[src/rtl/noc_pkg.sv]
// Shared NoC definitions: default flit width, input buffer depth and flit type,
// common to input_flow_control and output_flow_control.
package noc_pkg;

  localparam int unsigned FLIT_W = 32;
  localparam int unsigned DEPTH  = 4;

  typedef logic [FLIT_W-1:0] flit_t;

endpackage

[src/rtl/ifc_fifo_mem.sv]
// Circular flit storage with write/read pointers: synchronous write port,
// combinational read of the entry at the read pointer.
module ifc_fifo_mem
  import noc_pkg::*;
#(
  parameter int unsigned FLIT_W = noc_pkg::FLIT_W,
  parameter int unsigned DEPTH  = noc_pkg::DEPTH
) (
  input  logic              clk,
  input  logic              rst_n,
  input  logic              wr_en,
  input  logic [FLIT_W-1:0] wr_data,
  input  logic              rd_en,
  output logic [FLIT_W-1:0] rd_data
);

  localparam int unsigned AW = $clog2(DEPTH);
  localparam logic [AW-1:0] LAST = AW'(DEPTH - 1);

  logic [FLIT_W-1:0] mem [DEPTH];
  logic [AW-1:0]     wr_ptr;
  logic [AW-1:0]     rd_ptr;

  // Storage is intentionally not reset; only the pointers are.
  always_ff @(posedge clk) begin
    if (wr_en) mem[wr_ptr] <= wr_data;
  end

  always_ff @(posedge clk or negedge rst_n) begin
    if (!rst_n) begin
      wr_ptr <= '0;
      rd_ptr <= '0;
    end else begin
      if (wr_en) wr_ptr <= (wr_ptr == LAST) ? '0 : wr_ptr + 1'b1;
      if (rd_en) rd_ptr <= (rd_ptr == LAST) ? '0 : rd_ptr + 1'b1;
    end
  end

  assign rd_data = mem[rd_ptr];

endmodule

[src/rtl/input_flow_control.sv]
// Router input port buffer with registered back-pressure and sticky overflow.
// Define IFC_EARLY_RET_EN to raise ret one flit before the buffer is full.
module input_flow_control
  import noc_pkg::*;
#(
  parameter int unsigned FLIT_W = noc_pkg::FLIT_W,
  parameter int unsigned DEPTH  = noc_pkg::DEPTH
) (
  input  logic              clk,
  input  logic              rst_n,
  input  logic              val,
  input  logic [FLIT_W-1:0] data_in,
  output logic              ret,
  output logic              req,
  output logic [FLIT_W-1:0] data_out,
  input  logic              ack,
  output logic              ovf
);

  localparam int unsigned CW = $clog2(DEPTH) + 1;
  localparam logic [CW-1:0] FULL = CW'(DEPTH);
`ifdef IFC_EARLY_RET_EN
  localparam logic [CW-1:0] RET_TH = CW'(DEPTH - 1);
`else
  localparam logic [CW-1:0] RET_TH = CW'(DEPTH);
`endif

  logic [CW-1:0] count;
  logic [CW-1:0] next_count;
  logic          push;
  logic          pop;

  assign req = (count != '0);

  // A push at full is refused even if a pop frees a slot in the same cycle.
  always_comb begin
    push       = val && (count != FULL);
    pop        = ack && req;
    next_count = count;
    if (push && !pop)      next_count = count + 1'b1;
    else if (pop && !push) next_count = count - 1'b1;
  end

  always_ff @(posedge clk or negedge rst_n) begin
    if (!rst_n) begin
      count <= '0;
      ret   <= 1'b0;
      ovf   <= 1'b0;
    end else begin
      count <= next_count;
      ret   <= (next_count >= RET_TH);
      if (val && (count == FULL)) ovf <= 1'b1;
    end
  end

  ifc_fifo_mem #(
    .FLIT_W (FLIT_W),
    .DEPTH  (DEPTH)
  ) u_mem (
    .clk     (clk),
    .rst_n   (rst_n),
    .wr_en   (push),
    .wr_data (data_in),
    .rd_en   (pop),
    .rd_data (data_out)
  );

endmodule

[config.mk]
export PLATFORM = sky130hd
export DESIGN_NAME = input_flow_control
export DESIGN_NICKNAME = d
export VERILOG_FILES = /design/src/rtl/noc_pkg.sv /design/src/rtl/ifc_fifo_mem.sv /design/src/rtl/input_flow_control.sv
export SDC_FILE = /design/constraint.sdc
export NUM_CORES = 1
export LEC_CHECK = 0
export ABC_AREA = 1
export CAP_MARGIN = 20
export CELL_PAD_IN_SITES_DETAIL_PLACEMENT = 0
export CELL_PAD_IN_SITES_GLOBAL_PLACEMENT = 2
export CORE_MARGIN = 2
export CORE_UTILIZATION = 36
export DETAILED_ROUTE_END_ITERATION = 6
export PLACE_DENSITY_LB_ADDON = 0.1
export SLEW_MARGIN = 20
export SYNTH_ARGS = -nofsm -noshare
export SYNTH_HDL_FRONTEND = slang
export SYNTH_HIERARCHICAL = 1
export SYNTH_SLANG_ARGS = --single-unit
[constraint.sdc]
create_clock -name clk -period 2.7 [get_ports clk]
set_clock_uncertainty 0.1 [all_clocks]
set_input_delay 0.675 -clock clk [delete_from_list [all_inputs] [get_ports clk]]
set_output_delay 0.675 -clock clk [all_outputs]
set_load 0.1 [all_outputs]
==> impl_results.md <==
* Overflow after GRT at 0
* Sum of negative setup slack at 0 ns
* Hold Crit Start: ovf$_DFFE_PN0P_
* Top-area cell type share of the netlist area at 64.5%
* Hold WS at 0.366 ns
* Max transition margin at ~69%
* HP Class: reg -> reg
* Total track usage at 14.9%
* Outcome: completed
* Max Cap Violations at 0
* H-tree levels at 4
* First-pass GRT wire length at 20000 µm
* Wirelength, routed at 12300 µm
* WS Path Type: reg -> out
* Leading area contributor after synthesis: edfxtp_1
* Clk root buf: clkbuf_16
* RD Place Congestion at 0.713
* Worst r2r src: count[0]$_DFF_PN0_
* Fmax at around 390 MHz
* DR WL/cell at about 14 µm
* Total number of vias at 3784
* Num CTS Buffers at 17
* Vias in the first global route at 3808
* Antenna Violating Nets Remaining at 0
* Area delta synth->final at 31.6%
* Critical Path Start: u_mem/rd_ptr[0]$_DFFE_PN0P_
* Die H at between 100 and 150 µm
* Initial drt markers at 227
* Clock Latency Late Sink at 0.41 ns
* Row count at 47
* Async SR Flop Fraction at 5.88%
* Number of enable flip-flop cells after synthesis at about 130
* Hold Buf Count CTS at 0
* CP Data Arrival Time at 1.77 ns
* CTS tree: built
* Placed Area at slightly above 0.007 mm²
* DRC violations left at 0
* Worst path required time at 1.92 ns
* Final Cycle Share at 94.2%
* Die ar. at ~0.018 mm²
* Main flop type after synthesis: edfxtp_1
* Detailed placer's ending HPWL at approximately 7400 µm
* Final min period at 2.54 ns
* # IOs at 71
* Diode count at 0
* Max-slew violation total from the final report at 0
* Synth area leaders: edfxtp_1 (65%), nand2_1 (11%), inv_1 (7.2%), nand3_1 (5.5%), dfrtp_1 (3.4%)
* Core box area at around 0.016 mm²
* Register area share after synthesis at between 60% and 70%
* Synth warnings at 6
* Seq cells post-synth at approximately 140
* Bufs on Longest Clock Path at 2
* Pin count of the biggest net entering global routing at 67
* Least-Margin Pin Slew at 0.461 ns
* Final Cell Area at slightly below 0.008 mm²
* I/O Buffers at 70
* Library cells used by synthesis at 18
* Avg Inst Size Synth at 10.5 µm²
* Count leader, synth: nand2_1
* # Post-CTS Setup Buffers at 0
* DR vias/cell at 4.30
* Drt first pass iters at 4
* Final Hold Vio Count at 0
* Worst Path Max Fanout at 19
* Mapped cell area at 0.00596 mm²
* Post-Syn Nets at 613
* Layout cells sized above 1 at between 10% and 20%
* Initial Utilization at 36.4%
* Critical path endpoint category: output pin
* Gate Count Post-Synth at 567
* Clock sink count at ~140
* Commonest cells in the netlist: nand2_1 (178), edfxtp_1 (128), inv_1 (114)
* Nets at 695
* Unrepaired setup endpoints after global routing: false
* Final Setup Violations at 0
* Horiz. Die Dim at ~130 µm
* Clock Pin Slew Worst Setup and Hold Paths at 0.05 ns
* Crit start category: register
* Antenna violations before repair at 0
worst max-delay path, stage by stage, from the launching register on:
cell	delay, ns
dfrtp_2	0.43
inv_4	0.22
buf_4	0.25
nand2_1	0.07
nand3_1	0.06
nand2_1	0.12
buf_12	0.19
area by class of cell:
cell class                 count  area [µm²]
sequential                   136        4050
tap                          220         275
timing repair buffer          84        1210
clock buffer                  21         440
multi-input combinational    267        1200
inverter                     143         539
clock inverter                10         129
fill                        1517        8510
cells in the final DEF, fill, tap and decap left out, drive strengths merged, types with 3 or more instances in the layout:
cell type | netlist | final
o21ai | 4 | 4
nor2 | 3 | 3
ha | 10 | 10
buf | 21 | 49
edfxtp | 128 | 128
bufinv | 0 | 3
nand2 | 178 | 178
clkinv | 0 | 5
clkbuf | 0 | 21
nand3 | 65 | 65
dfrtp | 8 | 8
inv | 143 | 143
clkdlybuf4s50 | 0 | 35
kinds of logic (layout without fill, tap and decap cells):
group / count (synthesis) / count (layout) / share of synthesized area (%)
xor+xnor: 1 / 1 / 0.147
compound gates: 8 / 8 / 0.777
fa+ha+maj: 10 / 10 / 2.10
simple gates: 248 / 248 / 17.1
flops: 136 / 136 / 67.9
buf+inv: 164 / 258 / 12.0
sequential cells by signal (all words and copies together) (netlist names), named ones only:
name and cells:
u_mem/wr_ptr 2, u_mem/mem 128, u_mem/rd_ptr 2, ovf 1, count 1
per-layer routing:
layer	GRT usage (%)	up-vias	part of all wire, %
met4	4.66	0	0.98
met1	18.7	1772	46
met5	0	-	0
met2	25.3	71	49
met3	4.02	12	3.7
li1	-	1929	-
worst paths after layout:
| kind | to | slack, ns | cells past startpoint |
|---|---|---|---|
| worst max register to register | u_mem/mem[2][17]$_DFFE_PP_ | 0.77 | 8 |
| worst min-delay path | ovf$_DFFE_PN0P_ | 0.37 | 1 |
| max in group asynchronous | u_mem/rd_ptr[0]$_DFFE_PN0P_ | 1.72 | 1 |
| worst min register to register | ovf$_DFFE_PN0P_ | 0.37 | 1 |
| worst max-delay path | data_out[3] | 0.16 | 6 |
| min in group asynchronous | count[0]$_DFF_PN0_ | 0.46 | 1 |
metrics by stage:
step                worst slack (ns)  util [%]  instances
floorplan                     0.0928         -        567
detailed placement             0.329      44.5        850
finish                         0.158      47.9        881
global route                  0.0253      47.9        881
CTS                           0.0957      47.9        881
global placement               0.340      44.5        850
repair_timing:
action,CTS,global route
setup endpoints to repair,4,0
resized for setup,1,0
hold endpoints to repair,0,0
Power is left out: the tool's default activity adds up to more than one toggle a clock period on the data nets, which glitch-free logic cannot reach.
